==> config.mk <==
export PLATFORM = sky130hd
export DESIGN_NAME = arb4_ctrl
export DESIGN_NICKNAME = d
export VERILOG_FILES = /design/src/rtl/arb_pkg.sv /design/src/rtl/arb4_ctrl_enc.sv /design/src/rtl/arb4_ctrl.sv
export SDC_FILE = /design/constraint.sdc
export NUM_CORES = 1
export LEC_CHECK = 0
export ABC_AREA = 1
export ABC_CLOCK_PERIOD_IN_PS = 1600
export BUFFER_PORTS_ARGS = -buffer_cell sky130_fd_sc_hd__buf_2
export CORE_UTILIZATION = 55
export CTS_BUF_LIST = sky130_fd_sc_hd__clkbuf_2
export CTS_CLUSTER_SIZE = 16
export DETAILED_ROUTE_END_ITERATION = 6
export GPL_ROUTABILITY_DRIVEN = 0
export PLACE_DENSITY_LB_ADDON = 0.3
export SLEW_MARGIN = 25
export SYNTH_ARGS = -nofsm -noshare
export SYNTH_HDL_FRONTEND = slang
export SYNTH_HIERARCHICAL = 1
export SYNTH_SLANG_ARGS = --single-unit
export TNS_END_PERCENT = 10
==> constraint.sdc <==
create_clock -name clk -period 1.6 [get_ports clk]
set_input_delay 0.08 -clock clk [delete_from_list [all_inputs] [get_ports clk]]
set_output_delay 0.08 -clock clk [all_outputs]
set_load 0.1 [all_outputs]
==> src/rtl/arb_pkg.sv <==
// Shared types and helpers for the four-client arbiter.
// Holds the FSM encoding, policy codes and hold-counter width.
package arb_pkg;

  typedef enum logic {
    ST_IDLE  = 1'b0,
    ST_GRANT = 1'b1
  } state_t;

  localparam int MODE_FIXED = 0;
  localparam int MODE_RR    = 1;
  localparam int HOLD_W     = 8;

  function automatic logic [3:0] rot4(
    input logic [3:0] v,
    input logic [1:0] sh
  );
    logic [3:0] r;
    for (int i = 0; i < 4; i++) begin
      r[i] = v[2'(i) + sh];
    end
    return r;
  endfunction

  function automatic logic [3:0] dec4(
    input logic [1:0] id
  );
    return 4'b0001 << id;
  endfunction

endpackage

==> src/rtl/arb4_ctrl_enc.sv <==
// Combinational 4-to-2 priority encoder.
// The highest set index wins; valid_o flags any input set.
module prio_enc4 (
  input  logic [3:0] in_i,
  output logic [1:0] idx_o,
  output logic       valid_o
);

  always_comb begin
    idx_o   = 2'd0;
    valid_o = 1'b1;
    priority case (1'b1)
      in_i[3]: idx_o = 2'd3;
      in_i[2]: idx_o = 2'd2;
      in_i[1]: idx_o = 2'd1;
      in_i[0]: idx_o = 2'd0;
      default: valid_o = 1'b0;
    endcase
  end

endmodule

==> src/rtl/arb4_ctrl.sv <==
// Four-requester arbiter, fixed or round-robin,
// with whole-transaction grants and a hold-limit timeout.
module arb4_ctrl
  import arb_pkg::*;
#(
  parameter int MODE     = 0,
  parameter int MAX_HOLD = 16
) (
  input  logic       clk,
  input  logic       rst,
  input  logic [3:0] req,
  output logic [3:0] gnt,
  output logic [1:0] gnt_id,
  output logic       gnt_valid,
  output logic       timeout
);

  localparam logic HOLD_EN = (MAX_HOLD != 0);
  localparam logic [HOLD_W-1:0] HOLD_LAST =
    HOLD_W'((MAX_HOLD == 0) ? 0 : MAX_HOLD - 1);

  state_t            state_q, state_d;
  logic [3:0]        gnt_q, gnt_d;
  logic [1:0]        gnt_id_q, gnt_id_d;
  logic              gnt_valid_q, gnt_valid_d;
  logic              timeout_q, timeout_d;
  logic [1:0]        ptr_q, ptr_d;
  logic [HOLD_W-1:0] cnt_q, cnt_d;

  logic [3:0] rot_req;
  logic [1:0] enc_idx;
  logic       enc_vld;
  logic [1:0] win_id;
  logic       owner_req;
  logic       hold_hit;

  assign rot_req = rot4(req, ptr_q);

  prio_enc4 u_enc (
    .in_i    (rot_req),
    .idx_o   (enc_idx),
    .valid_o (enc_vld)
  );

  // Undo the rotation to get the real client index.
  assign win_id    = enc_idx + ptr_q;
  assign owner_req = req[gnt_id_q];
  assign hold_hit  = HOLD_EN && (cnt_q == HOLD_LAST);

  always_comb begin
    state_d     = state_q;
    gnt_d       = gnt_q;
    gnt_id_d    = gnt_id_q;
    gnt_valid_d = gnt_valid_q;
    timeout_d   = 1'b0;
    ptr_d       = ptr_q;
    cnt_d       = cnt_q;
    unique case (state_q)
      ST_IDLE: begin
        if (enc_vld) begin
          state_d     = ST_GRANT;
          gnt_d       = dec4(win_id);
          gnt_id_d    = win_id;
          gnt_valid_d = 1'b1;
          cnt_d       = '0;
        end else begin
          gnt_d       = 4'b0000;
          gnt_valid_d = 1'b0;
        end
      end
      ST_GRANT: begin
        if (!owner_req || hold_hit) begin
          state_d     = ST_IDLE;
          gnt_d       = 4'b0000;
          gnt_valid_d = 1'b0;
          // Owner drop wins over a coincident limit hit.
          timeout_d   = owner_req;
          if (MODE == MODE_RR) begin
            ptr_d = gnt_id_q;
          end
        end else if (cnt_q != '1) begin
          cnt_d = cnt_q + 1'b1;
        end
      end
      default: state_d = ST_IDLE;
    endcase
  end

  always_ff @(posedge clk) begin
    if (rst) begin
      state_q     <= ST_IDLE;
      gnt_q       <= 4'b0000;
      gnt_id_q    <= 2'd0;
      gnt_valid_q <= 1'b0;
      timeout_q   <= 1'b0;
      ptr_q       <= 2'd0;
      cnt_q       <= '0;
    end else begin
      state_q     <= state_d;
      gnt_q       <= gnt_d;
      gnt_id_q    <= gnt_id_d;
      gnt_valid_q <= gnt_valid_d;
      timeout_q   <= timeout_d;
      ptr_q       <= ptr_d;
      cnt_q       <= cnt_d;
    end
  end

  assign gnt       = gnt_q;
  assign gnt_id    = gnt_id_q;
  assign gnt_valid = gnt_valid_q;
  assign timeout   = timeout_q;

endmodule
==> results.toml, run 1 <==
[detailed_routing]
avgRoutedWirePerCell_um = 10.3
first_iter_violations = 25
drt_first_pass_iters = 4
ant_nets = 0
wl_mm = 1.97
drc_errors = 0
vias_per_cell = 4.84
vias = 920

[global_routing]
grt_max_degree = 12
antenna_found_initial = 0
grt_overflow = 0
grt_pass1_wl_mm = 3.34
track_usage_pct = 22.6
grt_pass1_vias = 835

[synth]
ys_ff_latch = 17
synth-edff-count = 0
syn-cell-area_um2 = 1000
ys_seq_area_share_pct = 34.0
yosysUniqueCellTypes = 23
syn_nets = 157
postSynthCellCount = 150
synth_warnings = 6
ys.flop_type = "dfxtp_1"
syn_area_per_cell_um2 = 6.67
async_flop_share_pct = 0

[finish]
num-nets-final = 173
final_util_pct = 64.8
fin_cells = 190
syn2layout_area_growth_pct = 10.6
multi_input_area_um2 = 523
antenna_cells = 0
drive_above_1_share_pct = 25.5
ff_latch_area_um2 = 344
nFillCells = 154

[setup_path]
cp-end-kind = "flip-flop"
startpoint_type = "flip-flop"
cp.arrival_ps = 1720
cp.required_ps = 1850
path_class = "reg2reg"
rr_startpoint = "cnt_q[0]"
worstSetupStartpoint = "cnt_q[0]"
critPathMaxFanout = 11

[status]
status = "finished clean"

[sta]
slew-limit-headroom_pct = 67.7
worst_pin_slew_ps = 487
period_minus_slack_ps = 1470
grt_setup_unrepaired = "false"
finalMaxSlewViolations = 0
period_share_pct = 92.0
hold_violations = 0
fin_hold_ws_ps = 62.6
fin_tns_setup_ps = 0
finalClockSkew_ps = 14.5
setup_viol = 0
fmax_mhz = 679

[pwr]
leakagePower_nw = 0.550
p_per_area_nw_per_um2 = 842
ir_drop_mv = 0.609
power_uw = 932

[floorplanning]
initial_core_util_pct = 58.6
dieArea_um2 = 1990
dieWidth_um = 44.7
coreArea_um2 = 1710
row_count = 15
die_y_um = 44.7
io_pins = 14

[placement]
portBuffers = 13
dp_cells = 186
dp.final_hpwl_mm = 1.49

[worst_hold_path]
hold_path_class = "in2reg"
hold_start = "rst"

[clock_network]
clk-insertion-delay-late_ps = 310
clk_path_buf_depth = 2
cts_made_buffers = 3
cts.clk_slew.worst_paths_ps = 180
clock-root-buffer = "clkbuf_2"
h-tree-depth = 1
numClockSinks = 17
cts_tree = "yes"

[job]
maxCapViolations = 0
what timing repair did:
item,in CTS,in global routing
endpoints found under the setup margin,0,8
resized for setup,0,5
hold buffers,0,0
buffers inserted,0,0
critical path, cell delays in order (launching register included):
cell and delay, ps:
dfxtp_1 400, ha_1 190, nand2_2 90, nor2_4 100, nand3_2 90, nand2_2 110, nand2_4 110, nand2_2 120
nand2_1 60, a21oi_1 140
per-stage QoR:
step,area (um^2),setup slack (ps)
after floorplan,1000,112
after global placement,1070,167
after detailed placement,1070,100
after CTS,1090,21.5
after global routing,1110,4.34
final,1110,128
registers in the layout (all words and copies together), names as in the netlist:
register	count
gnt	4
cnt_q	8
state_q	1
gnt_id	2
gnt_valid	1
timeout	1
routing by layer:
metal / track usage (%) / vias up / share of wire, %
met5: 0 / - / 0
met4: 10.3 / 0 / 1.4
met3: 2.86 / 4 / 3.2
met2: 38.2 / 21 / 49
met1: 28.4 / 401 / 46
li1: - / 494 / -
area by class of cell:
class | count | area share (%)
Multi-Input combinational cell | 101 | 47.2
Tap cell | 25 | 2.82
Sequential cell | 17 | 31.1
Clock inverter | 1 | 0.452
Clock buffer | 3 | 1.36
Timing Repair Buffer | 15 | 7.57
Inverter | 28 | 9.49
report_power, final:
| group | internal (mW) | switching (mW) | leakage (nW) | total, mW |
|---|---|---|---|---|
| registers | 0.448 | 0.0173 | 0.140 | 0.465 |
| logic | 0.0635 | 0.206 | 0.393 | 0.270 |
| clock network | 0.0566 | 0.141 | 0.0164 | 0.197 |
| total | 0.568 | 0.364 | 0.550 | 0.932 |
synthesized netlist by cell type, types with 2 or more instances:
cell type  instances  share of area (%)
nand2_1           37                 14
nand3_1           13                6.5
nor2_2             2                1.2
inv_2              3                1.1
dfxtp_1           17                 34
o21ai_0            2                1.0
a21oi_1           11                5.5
nand2_2            4                2.5
buf_6              2                2.2
nand3_2            7                7.0
inv_1             25                9.4
o21bai_1           2                1.5
nor2_1            15                5.6
path summary, 6_finish.rpt:
kind	end	slack, ps	cells after the start
min	cnt_q[2]	60	2
min reg2reg	gnt[1]	470	2
max reg2reg	cnt_q[1]	130	9
max	cnt_q[1]	130	9
layout by cell type, fill, tap and decap left out:
cell type	instances
nand2_4	1
o21bai_1	2
xor2_1	1
dfxtp_2	3
o21a_1	1
nand2_2	4
o21ai_0	2
buf_4	1
nand3_2	7
inv_1	24
a21oi_1	11
dfxtp_1	14
nor2_1	15
nand2_1	36
nand4_1	1
buf_6	1
ha_1	1
nand3_1	13
clkbuf_2	3
inv_2	4
nor2_4	1
nor3_1	1
nor2_2	2
nand3b_1	1
buf_2	13
a21oi_2	1
clkinv_2	1
cells by family (layout without fill, tap and decap cells):
kind of cell | after synthesis | count (layout) | share of synthesized area, %
simple gates | 82 | 82 | 39.7
fa+ha+maj | 1 | 1 | 1.25
compound gates | 17 | 17 | 9.62
buf+inv | 32 | 47 | 14.5
xor+xnor | 1 | 1 | 0.875
flops | 17 | 17 | 34.0
Power figures use the tool's default switching activity.
==> inputs of run 2 (changes only) <==
- ABC_CLOCK_PERIOD_IN_PS: 1600 -> 1230
- CORE_UTILIZATION: 55 -> 52
- clock period: 1.6 -> 1.23 ns (I/O delays scaled with it)
==> run 2 against run 1 <==
The run now ends with negative setup slack left. Register-to-register slack lost 240 ps. Flip-flop and latch count is the same. Non-clock buffer count grew 15. Die area grew 5.5%. Clock skew shrank 4.3 ps. Maximum frequency grew 9.4%. Sequential share of layout area shrank 3.9 points. Design area grew 16%. Clock power grew 31%. Critical endpoint is now cnt_q[5]. Highest routed layer unchanged.
==> results.toml, run 2 (same netlist as run 1, synthesis figures left out) <==
[status]
status = "finished with violations"
violations = "negative setup slack"

[global_routing]
use_met2_pct = 39.7
track_usage_pct = 23.2
grt_pass1_wl_mm = 3.45
met3_usage_pct = 2.78
antenna_found_initial = 0
gr-usage-met1_pct = 26.6
gr-max-usage-layer = "met2"
grt_overflow = 0
grt_max_degree = 12
grt_pass1_vias = 882

[pwr]
p_per_area_nw_per_um2 = 984
pwr-share-clk_pct = 20.3
ir_drop_mv = 0.646
p_seq_share_pct = 47.7
swShare_pct = 38.4
power_mw = 1.27
switching_power_uw = 487
comb_power_share_pct = 31.9
intPower_uw = 780
leakagePower_nw = 0.663

[finish]
syn2layout_area_growth_pct = 28.8
nFillCells = 164
drive_above_1_share_pct = 36.1
largest_register_ffs = 8
antenna_cells = 0
fin_cells = 205
largest-register = "cnt_q"
final_cell_mix = "nand2_1 (34), inv_1 (22), buf_4 (15)"
final_util_pct = 73.0
ff_latch_area_um2 = 350
final_common_cell = "nand2_1"
multi_input_area_um2 = 562
num-nets-final = 188

[floorplanning]
dieWidth_um = 45.9
initial_core_util_pct = 56.7
dieArea_um2 = 2100
io_pins = 14
die_y_um = 45.9
row_count = 15
coreArea_um2 = 1760

[detailed_routing]
vias_per_cell = 4.87
ant_nets = 0
drc_errors = 0
first_iter_violations = 7
vias = 999
avgRoutedWirePerCell_um = 10.0
wl_mm = 2.06
drt_first_pass_iters = 5

[sta]
setup_ws_ps = -116
hold_violations = 0
setup_viol = 13
fmax_mhz = 743
finalMaxSlewViolations = 0
period_share_pct = 109
fin_tns_setup_ps = -875
finalClockSkew_ps = 10.2
grt_setup_unrepaired = "true"
slew-limit-headroom_pct = 67.9
period_minus_slack_ps = 1350
worst_pin_slew_ps = 485

[clock_network]
clock-root-buffer = "clkbuf_2"
numClockSinks = 17
cts_tree = "yes"
clk-insertion-delay-late_ps = 310
cts.clk_slew.worst_paths_ps = 170
clk_path_buf_depth = 2
cts_made_buffers = 3
h-tree-depth = 1

[placement]
dp.final_hpwl_mm = 1.60
pre_cts_ws_ps = -197
portBuffers = 13
dp_cells = 200

[setup_path]
rr_startpoint = "cnt_q[1]"
r2r_slack_ps = -120
cp-end-kind = "flip-flop"
r2r_end = "cnt_q[5]"
slowest_stage = "dfxtp_2"
crit_family = "simple AND/OR/NAND/NOR gates"
critPathMaxFanout = 5
slowest_delay_ps = 390
rr_worst_depth = 11
cp.required_ps = 1460
cp.arrival_ps = 1570
path_class = "reg2reg"
startpoint_type = "flip-flop"
crit_chain = "ha_4 > nand2_4 > nor2_4 > nand3_2 > nand2_2 > nand2_4 > buf_12 > nand3_2 > nand2_1 > inv_1 > nor2_1"
path_buf_inv = 2

[worst_hold_path]
hold_path_class = "in2reg"
holdPathStages = 2
min_to = "gnt_id[0]"
hold_start = "rst"

[job]
maxCapViolations = 0
-- run 2: cell count changes in the layout (fill, tap and decap cells not counted), moves of 2 or more --
cell     change
buf_4       +14
buf_12       +2
inv_2        +2
nand2_1      -2
dfxtp_4      +2
inv_1        -2
nand2_4      +2
-- run 2: per-stage QoR --
step,cell area (um^2),hold slack (ps)
global placement,1210,380
CTS,1270,39.3
finish,1290,37.1
floorplan,1010,261
global route,1290,31.8
detailed placement,1210,386
-- run 2: power by group through the flow --
| stage | Clock (mW) | Combinational, mW | Sequential (mW) |
|---|---|---|---|
| finish | 0.258 | 0.405 | 0.605 |
| global placement | 0 | 0.383 | 0.613 |
| floorplan | 0 | 0.167 | 0.744 |
| CTS | 0.262 | 0.404 | 0.606 |
| detailed placement | 0 | 0.392 | 0.614 |
| global route | 0.285 | 0.433 | 0.611 |
-- run 2: area by class of cell --
type | count | area share [%]
Multi-Input combinational cell | 101 | 43.6
Sequential cell | 17 | 27.2
Timing Repair Buffer | 30 | 17.1
Inverter | 28 | 8.16
Tap cell | 25 | 2.43
Clock buffer | 3 | 1.17
Clock inverter | 1 | 0.388
-- run 2: routing by layer --
metal | part of all wire [%] | vias up | wire [um]
li1 | - | 523 | -
met1 | 42 | 452 | 868
met5 | 0 | - | 0
met3 | 2.5 | 7 | 51
met4 | 3.2 | 0 | 65
met2 | 52 | 17 | 1070
-- run 2: what timing repair did --
action                     4_1_cts  5_1_grt
hold buffers                     0        0
setup endpoints to repair       13       14
buffers inserted                 0        1
pin swaps                        2        2
gates resized for setup         12        5
-- run 2: worst max-delay path by stage --
stage | startpoint | end | depth (start not counted)
floorplan | gnt_id[0] | cnt_q[7] | 10
global placement | cnt_q[1] | cnt_q[2] | 9
detailed placement | cnt_q[0] | cnt_q[1] | 9
CTS | cnt_q[0] | cnt_q[7] | 10
global route | cnt_q[1] | cnt_q[7] | 9
finish | cnt_q[1] | cnt_q[5] | 11
-- run 2: worst register-to-register path, cell delays in order, from the launching register on --
cell and delay [ps]:
dfxtp_2 390, ha_4 150, nand2_4 60, nor2_4 90, nand3_2 80, nand2_2 100
nand2_4 90, buf_12 140, nand3_2 50, nand2_1 40, inv_1 50, nor2_1 30
